==> src/rtl/core_pkg.sv <==
// Shared constants and types for the load/store sequencer slice.
package core_pkg;

  typedef enum logic [2:0] {
    ST_FETCH   = 3'd0,
    ST_DECODE  = 3'd1,
    ST_EXECUTE = 3'd2,
    ST_MEM     = 3'd3,
    ST_WB      = 3'd4,
    ST_TRAP    = 3'd5
  } state_t;

  localparam logic [6:0] OP_LOAD  = 7'b0000011;
  localparam logic [6:0] OP_STORE = 7'b0100011;

  localparam logic [2:0] F3_B  = 3'd0;
  localparam logic [2:0] F3_H  = 3'd1;
  localparam logic [2:0] F3_W  = 3'd2;
  localparam logic [2:0] F3_BU = 3'd4;
  localparam logic [2:0] F3_HU = 3'd5;

  localparam logic [1:0] TC_LOAD_MIS  = 2'd0;
  localparam logic [1:0] TC_STORE_MIS = 2'd1;
  localparam logic [1:0] TC_BAD_F3    = 2'd2;

  // One-hot size/sign strobes, order matches the memory-side port list.
  typedef struct packed {
    logic lb;
    logic lbu;
    logic lh;
    logic lhu;
    logic lw;
    logic sb;
    logic sh;
    logic sw;
  } strb_t;

endpackage

==> src/rtl/lsu_seq_if.sv <==
// Memory-side bus between the sequencer and the unified memory.
interface lsu_seq_if;
  logic [31:0] address;
  logic [31:0] data_in;
  logic [31:0] mem_rdata;
  logic        enabled;
  logic        load_enable;
  logic        store_enable;
  logic        is_lb, is_lbu, is_lh, is_lhu, is_lw, is_sb, is_sh, is_sw;

  modport master (
    output address, data_in, enabled, load_enable, store_enable,
           is_lb, is_lbu, is_lh, is_lhu, is_lw, is_sb, is_sh, is_sw,
    input  mem_rdata
  );

  modport slave (
    input  address, data_in, enabled, load_enable, store_enable,
           is_lb, is_lbu, is_lh, is_lhu, is_lw, is_sb, is_sh, is_sw,
    output mem_rdata
  );
endinterface

==> src/rtl/lsu_decode.sv <==
// Combinational load/store decode: strobes, effective address, fault flags.
module lsu_decode
  import core_pkg::*;
(
  input  logic [31:0] instr,
  input  logic [31:0] rs1_val,
  output logic        is_load,
  output logic        is_store,
  output strb_t       strb,
  output logic [31:0] ea,
  output logic        bad_f3,
  output logic        misaligned
);
  logic [2:0]         funct3;
  logic signed [31:0] imm;
  logic               half;
  logic               word;
  logic               unused_rs1_field;

  assign funct3           = instr[14:12];
  assign is_load          = (instr[6:0] == OP_LOAD);
  assign is_store         = (instr[6:0] == OP_STORE);
  assign unused_rs1_field = ^instr[19:15];

  // Map funct3 to a size strobe; unsupported encodings raise bad_f3.
  always_comb begin
    strb   = '0;
    bad_f3 = 1'b0;
    if (is_load) begin
      case (funct3)
        F3_B:    strb.lb  = 1'b1;
        F3_H:    strb.lh  = 1'b1;
        F3_W:    strb.lw  = 1'b1;
        F3_BU:   strb.lbu = 1'b1;
        F3_HU:   strb.lhu = 1'b1;
        default: bad_f3   = 1'b1;
      endcase
    end else if (is_store) begin
      case (funct3)
        F3_B:    strb.sb = 1'b1;
        F3_H:    strb.sh = 1'b1;
        F3_W:    strb.sw = 1'b1;
        default: bad_f3  = 1'b1;
      endcase
    end
  end

  // Stores split their immediate around the rd field; everything else uses I-type.
  assign imm = is_store ? {{20{instr[31]}}, instr[31:25], instr[11:7]}
                        : {{20{instr[31]}}, instr[31:20]};
  assign ea  = rs1_val + $unsigned(imm);

  assign half       = strb.lh | strb.lhu | strb.sh;
  assign word       = strb.lw | strb.sw;
  assign misaligned = (half & ea[0]) | (word & (ea[1:0] != 2'b00));
endmodule

==> src/rtl/lsu_seq.sv <==
// Multi-cycle sequencer and load/store front-end for the unified memory.
module lsu_seq
  import core_pkg::*;
#(
  parameter logic [31:0] RESET_PC = 32'h0000_0000,
  parameter int          XLEN     = 32
) (
  input  logic            clk,
  input  logic            rst,
  input  logic            stall,
  input  logic [XLEN-1:0] instr,
  input  logic [XLEN-1:0] rs1_val,
  input  logic [XLEN-1:0] rs2_val,
  input  logic            trap_ack,
  output logic [2:0]      state,
  output logic [XLEN-1:0] pc,
  output logic            rd_we,
  output logic [4:0]      rd_addr,
  output logic [XLEN-1:0] load_result,
  output logic            trap,
  output logic [1:0]      trap_cause,
  output logic [XLEN-1:0] trap_addr,
  output logic [XLEN-1:0] instret,
  lsu_seq_if.master       mem
);
  state_t      state_q, state_d;
  logic        dec_load, dec_store, dec_bad_f3, dec_mis, fault;
  strb_t       dec_strb, strb_q;
  logic [31:0] dec_ea, address_q, data_in_q;
  logic        load_q, store_q, enabled_q;

  lsu_decode u_decode (
    .instr      (instr),
    .rs1_val    (rs1_val),
    .is_load    (dec_load),
    .is_store   (dec_store),
    .strb       (dec_strb),
    .ea         (dec_ea),
    .bad_f3     (dec_bad_f3),
    .misaligned (dec_mis)
  );

  assign fault = dec_bad_f3 | dec_mis;

  // State register.
  always_ff @(posedge clk) begin
    if (rst) state_q <= ST_FETCH;
    else     state_q <= state_d;
  end

  // Next state: one step per unstalled cycle; TRAP ignores stall and waits for ack.
  always_comb begin
    state_d = state_q;
    case (state_q)
      ST_FETCH:   if (!stall) state_d = ST_DECODE;
      ST_DECODE:  if (!stall) state_d = ST_EXECUTE;
      ST_EXECUTE: if (!stall) state_d = fault ? ST_TRAP : ST_MEM;
      ST_MEM:     if (!stall) state_d = ST_WB;
      ST_WB:      if (!stall) state_d = ST_FETCH;
      ST_TRAP:    if (trap_ack) state_d = ST_FETCH;
      default:    state_d = ST_FETCH;
    endcase
  end

  // Per-state register updates; rd_we is a single-cycle pulse after WB.
  always_ff @(posedge clk) begin
    if (rst) begin
      pc          <= RESET_PC;
      instret     <= '0;
      load_q      <= 1'b0;
      store_q     <= 1'b0;
      strb_q      <= '0;
      enabled_q   <= 1'b0;
      address_q   <= '0;
      data_in_q   <= '0;
      load_result <= '0;
      rd_we       <= 1'b0;
      rd_addr     <= '0;
      trap_cause  <= '0;
      trap_addr   <= '0;
    end else begin
      rd_we <= 1'b0;
      case (state_q)
        ST_FETCH: ;
        ST_DECODE: if (!stall) begin
          load_q  <= dec_load;
          store_q <= dec_store;
          strb_q  <= dec_strb;
          rd_addr <= instr[11:7];
        end
        ST_EXECUTE: if (!stall) begin
          address_q <= dec_ea;
          data_in_q <= rs2_val;
          if (fault) begin
            trap_addr  <= dec_ea;
            trap_cause <= dec_bad_f3 ? TC_BAD_F3 : (store_q ? TC_STORE_MIS : TC_LOAD_MIS);
          end else begin
            enabled_q <= load_q | store_q;
          end
        end
        ST_MEM: if (!stall) enabled_q <= 1'b0;
        ST_WB: if (!stall) begin
          if (load_q) load_result <= mem.mem_rdata;
          rd_we   <= load_q && (rd_addr != 5'd0);
          pc      <= pc + 32'd4;
          instret <= instret + 32'd1;
          load_q  <= 1'b0;
          store_q <= 1'b0;
          strb_q  <= '0;
        end
        ST_TRAP: if (trap_ack) begin
          pc      <= pc + 32'd4;
          load_q  <= 1'b0;
          store_q <= 1'b0;
          strb_q  <= '0;
        end
        default: begin
          load_q    <= 1'b0;
          store_q   <= 1'b0;
          strb_q    <= '0;
          enabled_q <= 1'b0;
        end
      endcase
    end
  end

  assign state = state_q;
  assign trap  = (state_q == ST_TRAP);

  // Reset gates the enable immediately so a store caught in MEM never lands.
  assign mem.enabled      = enabled_q & ~rst;
  assign mem.address      = address_q;
  assign mem.data_in      = data_in_q;
  assign mem.load_enable  = load_q;
  assign mem.store_enable = store_q;
  assign mem.is_lb        = strb_q.lb;
  assign mem.is_lbu       = strb_q.lbu;
  assign mem.is_lh        = strb_q.lh;
  assign mem.is_lhu       = strb_q.lhu;
  assign mem.is_lw        = strb_q.lw;
  assign mem.is_sb        = strb_q.sb;
  assign mem.is_sh        = strb_q.sh;
  assign mem.is_sw        = strb_q.sw;
endmodule

==> src/flat_wrapper.sv <==
// flat-port wrapper written by rule: the top's interface ports become plain ports
module lsu_seq_flat import core_pkg::*;
#(
  parameter logic [31:0] RESET_PC = 32'h0000_0000,
  parameter int          XLEN     = 32
)
  (clk, rst, stall, instr, rs1_val, rs2_val, trap_ack, state, pc, rd_we, rd_addr, load_result, trap, trap_cause, trap_addr, instret, mem_address, mem_data_in, mem_enabled, mem_load_enable, mem_store_enable, mem_is_lb, mem_is_lbu, mem_is_lh, mem_is_lhu, mem_is_lw, mem_is_sb, mem_is_sh, mem_is_sw, mem_mem_rdata);
  lsu_seq_if mem_i ();
  input  logic clk;
  input  logic rst;
  input  logic stall;
  input  logic [XLEN-1:0] instr;
  input  logic [XLEN-1:0] rs1_val;
  input  logic [XLEN-1:0] rs2_val;
  input  logic trap_ack;
  output logic [2:0] state;
  output logic [XLEN-1:0] pc;
  output logic rd_we;
  output logic [4:0] rd_addr;
  output logic [XLEN-1:0] load_result;
  output logic trap;
  output logic [1:0] trap_cause;
  output logic [XLEN-1:0] trap_addr;
  output logic [XLEN-1:0] instret;
  output wire logic [$bits(mem_i.address)-1:0] mem_address;
  output wire logic [$bits(mem_i.data_in)-1:0] mem_data_in;
  output wire logic [$bits(mem_i.enabled)-1:0] mem_enabled;
  output wire logic [$bits(mem_i.load_enable)-1:0] mem_load_enable;
  output wire logic [$bits(mem_i.store_enable)-1:0] mem_store_enable;
  output wire logic [$bits(mem_i.is_lb)-1:0] mem_is_lb;
  output wire logic [$bits(mem_i.is_lbu)-1:0] mem_is_lbu;
  output wire logic [$bits(mem_i.is_lh)-1:0] mem_is_lh;
  output wire logic [$bits(mem_i.is_lhu)-1:0] mem_is_lhu;
  output wire logic [$bits(mem_i.is_lw)-1:0] mem_is_lw;
  output wire logic [$bits(mem_i.is_sb)-1:0] mem_is_sb;
  output wire logic [$bits(mem_i.is_sh)-1:0] mem_is_sh;
  output wire logic [$bits(mem_i.is_sw)-1:0] mem_is_sw;
  input wire logic [$bits(mem_i.mem_rdata)-1:0] mem_mem_rdata;
  assign mem_address = mem_i.address;
  assign mem_data_in = mem_i.data_in;
  assign mem_enabled = mem_i.enabled;
  assign mem_load_enable = mem_i.load_enable;
  assign mem_store_enable = mem_i.store_enable;
  assign mem_is_lb = mem_i.is_lb;
  assign mem_is_lbu = mem_i.is_lbu;
  assign mem_is_lh = mem_i.is_lh;
  assign mem_is_lhu = mem_i.is_lhu;
  assign mem_is_lw = mem_i.is_lw;
  assign mem_is_sb = mem_i.is_sb;
  assign mem_is_sh = mem_i.is_sh;
  assign mem_is_sw = mem_i.is_sw;
  assign mem_i.mem_rdata = mem_mem_rdata;
  lsu_seq #(.RESET_PC(RESET_PC), .XLEN(XLEN)) u_core (.clk(clk), .rst(rst), .stall(stall), .instr(instr), .rs1_val(rs1_val), .rs2_val(rs2_val), .trap_ack(trap_ack), .state(state), .pc(pc), .rd_we(rd_we), .rd_addr(rd_addr), .load_result(load_result), .trap(trap), .trap_cause(trap_cause), .trap_addr(trap_addr), .instret(instret), .mem(mem_i));
endmodule
==> config.mk <==
export PLATFORM = sky130hd
export DESIGN_NAME = lsu_seq_flat
export DESIGN_NICKNAME = d
export VERILOG_FILES = /design/src/rtl/core_pkg.sv /design/src/rtl/lsu_seq_if.sv /design/src/rtl/lsu_decode.sv /design/src/rtl/lsu_seq.sv /design/src/flat_wrapper.sv
export SDC_FILE = /design/constraint.sdc
export NUM_CORES = 1
export LEC_CHECK = 0
export CORE_MARGIN = 2
export CORE_UTILIZATION = 40
export CTS_CLUSTER_SIZE = 24
export DETAILED_ROUTE_END_ITERATION = 8
export DONT_BUFFER_PORTS = 1
export SYNTH_ARGS = -nofsm -noshare
export SYNTH_HDL_FRONTEND = slang
export SYNTH_HIERARCHICAL = 1
export SYNTH_SLANG_ARGS = --single-unit
==> constraint.sdc <==
create_clock -name clk -period 4.2 [get_ports clk]
set_input_delay 0.21 -clock clk [delete_from_list [all_inputs] [get_ports clk]]
set_output_delay 0.21 -clock clk [all_outputs]
set_load 0.005 [all_outputs]
==> results of run 1 <==
-- final cells by class --
type                            instances  area, sq um  share of cell area [%]
Timing Repair Buffer                   84          838                    7.00
Clock inverter                          6         87.6                   0.731
Antenna cell                            1         2.50                  0.0209
Clock buffer                           39          758                    6.33
Tap cell                              330          413                    3.45
Sequential cell                       212         4240                    35.4
Inverter                               20         75.1                   0.627
Multi-Input combinational cell       1001         5560                    46.4
-- kinds of logic after synthesis --
group	Yosys count	synth area share, %
simple gates	604	26.9
flops	212	41.8
compound gates	286	16.9
other cells	1	0.0369
xor+xnor	72	6.21
buf+inv	92	3.56
fa+ha+maj	34	4.27
mux	3	0.308
-- power groups by stage --
stage / logic [mW] / registers [mW] / clock network [mW]
2_1_floorplan: 0.347 / 2.08 / 0
3_3_place_gp: 0.375 / 2.09 / 0
3_5_place_dp: 0.378 / 2.09 / 0
4_1_cts: 0.478 / 2.05 / 2.26
5_1_grt: 0.534 / 2.05 / 2.36
6_report: 0.481 / 2.05 / 2.21
-- metrics by stage --
| stage | utilization (%) | total power [mW] | hold WS [ns] | instance area [sq um] | cells |
|---|---|---|---|---|---|
| 2_1_floorplan | - | 2.43 | 0.346 | 10200 | 1305 |
| 3_3_place_gp | 41.3 | 2.47 | 0.291 | 10300 | 1571 |
| 3_5_place_dp | 41.3 | 2.47 | 0.294 | 10300 | 1571 |
| 4_1_cts | 47.8 | 4.79 | 0.00545 | 12000 | 1692 |
| 5_1_grt | 47.8 | 4.94 | 0.0420 | 12000 | 1693 |
| 6_report | 47.8 | 4.74 | 0.0285 | 12000 | 1693 |
-- Yosys cell counts, types with 10 or more instances --
master,n
or3_1,10
nor4_1,12
ha_1,33
a21oi_1,188
xor2_1,30
nand4_1,27
o21ai_0,26
xnor2_1,42
inv_1,20
clkbuf_1,67
nor2_1,99
a22oi_1,11
nand3_1,32
a21o_1,15
nor3_1,19
nand2_1,340
dfxtp_1,212
-- how the worst max path moves through the flow --
| stage | end | slack [ns] | from | cells after the start |
|---|---|---|---|---|
| after floorplan | u_core/trap_addr[30] | 0.83 | instr[3] | 18 |
| after global placement | u_core/trap_addr[30] | 0.59 | instr[3] | 18 |
| after detailed placement | u_core/trap_addr[30] | 0.51 | instr[3] | 18 |
| after CTS | u_core/trap_addr[30] | 1.05 | instr[3] | 18 |
| after global routing | u_core/load_result[13] | 0.64 | u_core/state[2] | 5 |
| final | u_core/load_result[13] | 0.84 | u_core/state[2] | 5 |
-- flip-flops by register name, summed over array words and instances (netlist names) --
signal                   flops
u_core/instret              32
u_core/load_result          32
u_core/mem.address          32
u_core/mem.data_in          32
u_core/trap_addr            32
u_core/pc                   30
u_core/rd_addr               5
u_core/state                 3
u_core/trap_cause            2
u_core/enabled_q             1
u_core/mem.is_lb             1
u_core/mem.is_lbu            1
u_core/mem.is_lh             1
u_core/mem.is_lhu            1
u_core/mem.is_lw             1
u_core/mem.is_sb             1
u_core/mem.is_sh             1
u_core/mem.is_sw             1
u_core/mem.load_enable       1
u_core/mem.store_enable      1
u_core/rd_we                 1
-- worst register-to-register path: stages, from the launching register on --
cell           delay (ns)
dfxtp_1              0.65
nor4b_4              0.61
nand2_1              0.85
nand2_1              0.33
a21oi_1              0.13
dlygate4sd3_1        0.65
-- layer usage --
metal	part of all wire (%)	vias to the layer above
li1	-	4535
met1	41	4350
met2	47	330
met3	9.3	62
met4	2.8	0
met5	0	-
==> results.cfg, run 1 <==
[placement]
place_ws_ns = 0.510
portBuffers = 0
dp_hpwl_microns = 20700
place_congestion = 0.874

[clock_tree]
numCtsBuffers = 25
htree_levels = 1
cts_tree = done
clkTransAtPathRegs_ns = 0.06
clk_latency_ns = 0.52
root_buffer = clkbuf_16
postCtsResizedCells = 0
clkSinkCount = 212
hold_buffers = 76
clockBufferDepth = 3
postCtsSetupRepairBufs = 0

[synth]
synth_cells = 1304
ys_types = 74
synth_top_area_cell = dfxtp_1
ys_warn_count = 6
syn_area_per_cell_sq_um = 7.78
ys_ff_latch = 212
synth.cell_area_sq_um = 10100
synth-edff-count = 0
async_flop_share_pct = 0
synth-seq-area-share_pct = 41.8
ys.flop_type = dfxtp_1
synth_area_leaders = dfxtp_1 42%, nand2_1 13%, a21oi_1 9.3%, ha_1 4.1%, nor2_1 3.7%
synth_top_area_share_pct = 41.8

[die]
initial_core_util_pct = 40.5
fp.dieH_microns = 163
dieArea_sq_um = 26700
dieWidth_microns = 163
coreArea_sq_um = 25000
ios = 347
std_cell_rows = 58

[power]
power_frac_clock_pct = 46.6
comb_power_share_pct = 10.2
swShare_pct = 24.4
power_density_nw_per_um2 = 396
seqPwrFrac_pct = 43.2
ir_drop_mv = 0.362
power.switching_mw = 1.16
p_int_mw = 3.59
p_leak_nw = 4.16

[global_routing]
grt_max_degree = 214
use_met3_pct = 7.06
grt_pass1_vias = 8765
grt_pass1_wl_microns = 47600
gr-usage-met1_pct = 27.3
use_met2_pct = 36.1
antenna_found_initial = 1
grt_util_all_layers_pct = 22.0
overflow = 0
busiest_layer = met2

[drt]
viasPerCell = 5.48
routed_wl_microns = 31000
drc = 0
final_antenna_net_count = 0
drt_iter0_markers = 688
drt_first_pass_iters = 5
vias = 9277
avgRoutedWirePerCell_microns = 18.3

[timing]
fin_ws_ns = 0.836
setup-tns-final_ns = 0
rsz0062_at_grt = false
hold_viol = 0
drv_slew = 0
fin_crit_sh_pct = 80.1
fmax_ghz = 0.297
fin_skew_ns = 0.00966
setup_violations = 0
timing.slew.headroom_pct = 20.3
worst_pin_slew_ns = 1.19
fin_crit_ns = 3.36

[layout]
final_nets = 1510
final_cell_mix = 339 x nand2_1, 212 x dfxtp_1, 188 x a21oi_1
drive_above_1_share_pct = 5.65
final_common_cell = nand2_1
area_delta_synth_final_pct = 18.0
nFillCells = 2466

[worst_setup_path]
end_kind = flip-flop
criticalPathCategory = flip-flop to flip-flop
crit_fanout = 33
regToRegEndpoint = u_core/load_result[13]
critPathMaxStageDelay_ns = 0.85
crit_path_top_delay_cell = nand2_1
critical_path.top_delay_family = simple AND/OR/NAND/NOR gates
cp_num_buf_inv = 1
ff2ff_setup_slack_ns = 0.84
required_ns = 4.59
reg2reg_from = u_core/state[2]
cp_data_arrival_time_ns = 3.75
worst_path_most_repeated_cell = nand2_1
start_kind = flip-flop
ff2ff_path_depth = 5
path_cells = nor4b_4, nand2_1, nand2_1, a21oi_1, dlygate4sd3_1

[status]
outcome = complete, no violations

[hold_path]
whs_endpoint = u_core/instret[1]
hp-class = primary input to flip-flop
hold-path-cell-count = 3
worstHoldStart = stall

[run]
cap_violations = 0
(Power assumes the default switching activity.)
==> run 2: changes to the inputs <==
--- a/config.mk
+++ b/config.mk
@@ -5,6 +5,7 @@
 export SDC_FILE = /design/constraint.sdc
 export NUM_CORES = 1
 export LEC_CHECK = 0
+export ABC_AREA = 1
 export CORE_MARGIN = 2
 export CORE_UTILIZATION = 40
 export CTS_CLUSTER_SIZE = 24
==> constraint.sdc (replaced) <==
create_clock -name clk -period 2.9 [get_ports clk]
set_input_delay 0.145 -clock clk [delete_from_list [all_inputs] [get_ports clk]]
set_output_delay 0.145 -clock clk [all_outputs]
set_load 0.005 [all_outputs]
==> results.cfg, run 2 <==
[worst_setup_path]
cp_data_arrival_time_ns = 2.90
criticalPathCategory = flip-flop to flip-flop
required_ns = 3.31
end_kind = flip-flop
crit_fanout = 64
start_kind = flip-flop

[global_routing]
grt_pass1_wl_microns = 55100
overflow = 0
grt_max_degree = 94
grt_pass1_vias = 10500
grt_util_all_layers_pct = 23.3
antenna_found_initial = 2

[die]
std_cell_rows = 61
fp.dieH_microns = 172
dieWidth_microns = 172
initial_core_util_pct = 40.5
ios = 347
dieArea_sq_um = 29500
coreArea_sq_um = 27800

[synth]
ys_ff_latch = 212
ys_warn_count = 6
synth_cells = 1785
ys_types = 37
async_flop_share_pct = 0
yosys-top-cells-count = 495 x nand2_1, 379 x nor2_1, 212 x dfxtp_1, 205 x inv_1, 116 x o21ai_0
synth_top_area_share_pct = 37.7
ys.flop_type = dfxtp_1
yosysMostFrequentCell = nand2_1
synth-edff-count = 0
synth_top_area_cell = dfxtp_1
syn_area_per_cell_sq_um = 6.31
synth_area_leaders = dfxtp_1 38%, nand2_1 17%, nor2_1 13%, inv_1 6.8%, o21ai_0 5.2%
synth-seq-area-share_pct = 37.7
synth.cell_area_sq_um = 11300

[placement]
place_congestion = 0.904
place_ws_ns = 0.111
dp.cells = 2121
portBuffers = 0
dpl_cell_area_sq_um = 11600
dp_hpwl_microns = 25800

[layout]
fin_util_pct = 47.4
final_common_cell = nand2_1
area_delta_synth_final_pct = 17.1
post-route-cell-area_sq_um = 13200
final_nets = 2014
fin_cells = 2246
final_cell_mix = 495 x nand2_1, 378 x nor2_1, 212 x dfxtp_1
drive_above_1_share_pct = 4.29

[drt]
viasPerCell = 5.04
vias = 11300
routed_wl_microns = 36100
final_antenna_net_count = 0
drc = 0
wl_met1_microns = 14700
drt_first_pass_iters = 5
drt_iter0_markers = 772
met3_wirelength_microns = 3800
avgRoutedWirePerCell_microns = 16.1
wl_met2_microns = 16300
top_layer_used = met4

[power]
p_leak_nw = 6.02
power_density_nw_per_um2 = 532
swShare_pct = 26.8
power_frac_clock_pct = 43.5
ir_drop_mv = 0.394
p_int_mw = 5.13
seqPwrFrac_pct = 43.5
comb_power_share_pct = 13.0
finalPower_mw = 7.01
power.switching_mw = 1.88

[clock_tree]
clk_latency_ns = 0.52
cts_tree = done
postCtsResizedCells = 0
hold_buffers = 79
clkSinkCount = 212
postCtsSetupRepairBufs = 0
htree_levels = 1
root_buffer = clkbuf_16
numCtsBuffers = 24
clkTransAtPathRegs_ns = 0.06
clockBufferDepth = 3

[timing]
fmax_ghz = 0.401
hold_viol = 0
setup-tns-final_ns = 0
fin_crit_sh_pct = 85.9
timing.slew.headroom_pct = 34.0
fin_crit_ns = 2.49
worst_pin_slew_ns = 0.989
rsz0062_at_grt = false
setup_violations = 0
drv_slew = 0
fin_skew_ns = 0.0137
fin_ws_ns = 0.409
holdWs_ns = 0.0383

[status]
outcome = complete, no violations

[hold_path]
hp-class = primary input to flip-flop

[run]
cap_violations = 0
==> run 2: changes by cell type after synthesis, moves of 11 or more <==
cell and change:
xor2_1 -17, buf_2 +12, nand2_1 +155, o21ai_0 +90, inv_1 +185, a21o_1 -14
nand3_1 +47, xnor2_1 -34, a21oi_1 -88, a22oi_1 -11, nor2_1 +280, clkbuf_1 -41
nor4_1 -11
==> run 2: kinds of logic (layout without fill, tap and decap cells) <==
| kind of cell | count (synthesis) | after routing | share of synthesized area, % |
|---|---|---|---|
| adders and majority gates | 34 | 34 | 3.85 |
| and+or+nand+nor | 1018 | 1018 | 36.4 |
| buffers and inverters | 267 | 346 | 9.75 |
| AOI/OAI and AO/OA | 232 | 232 | 10.7 |
| xor gates and xnor gates | 21 | 21 | 1.63 |
| other | 1 | 5 | 0.0333 |
| DFF | 212 | 212 | 37.7 |
==> run 2: layout make-up <==
cell class / count / area, sq um
tap: 378 / 473
timing repair buffer: 93 / 938
fill: 2890 / 14600
inverter: 210 / 790
multi-input combinational: 1307 / 5930
antenna: 3 / 7.51
clock inverter: 8 / 106
clock buffer: 35 / 692
sequential: 212 / 4240
==> run 2: power by group through the flow <==
stage               Combinational, mW  Sequential, mW  Clock, mW
floorplan                       0.609            3.08          0
global placement                0.781            3.11          0
detailed placement              0.792            3.11          0
CTS                             0.906            3.05       3.13
global route                     1.03            3.06       3.25
finish                          0.912            3.05       3.05
==> run 2: per-layer routing <==
| metal | vias to the layer above | global-route usage (%) |
|---|---|---|
| li1 | 5716 | - |
| met1 | 5091 | 28.2 |
| met2 | 442 | 38.4 |
| met3 | 77 | 7.82 |
| met4 | 0 | 8.84 |
| met5 | - | 0 |
==> run 2: critical path: stages, from the launching register on <==
cell           delay [ns]
dfxtp_1              0.41
nor2_1               0.22
nand2_1              0.19
nor2_4               0.44
inv_2                0.13
buf_12               0.22
nand2_1              0.10
a21oi_1              0.06
dlygate4sd3_1        0.56
==> run 2: final timing paths <==
check	start	end	slack, ns	cells past startpoint
min reg2reg	u_core/mem.address[7]	u_core/mem.address[7]	0.49	2
min	instr[12]	u_core/trap_cause[1]	0.04	4
max	u_core/state[0]	u_core/mem.address[0]	0.41	8
max reg2reg	u_core/state[0]	u_core/mem.address[0]	0.41	8
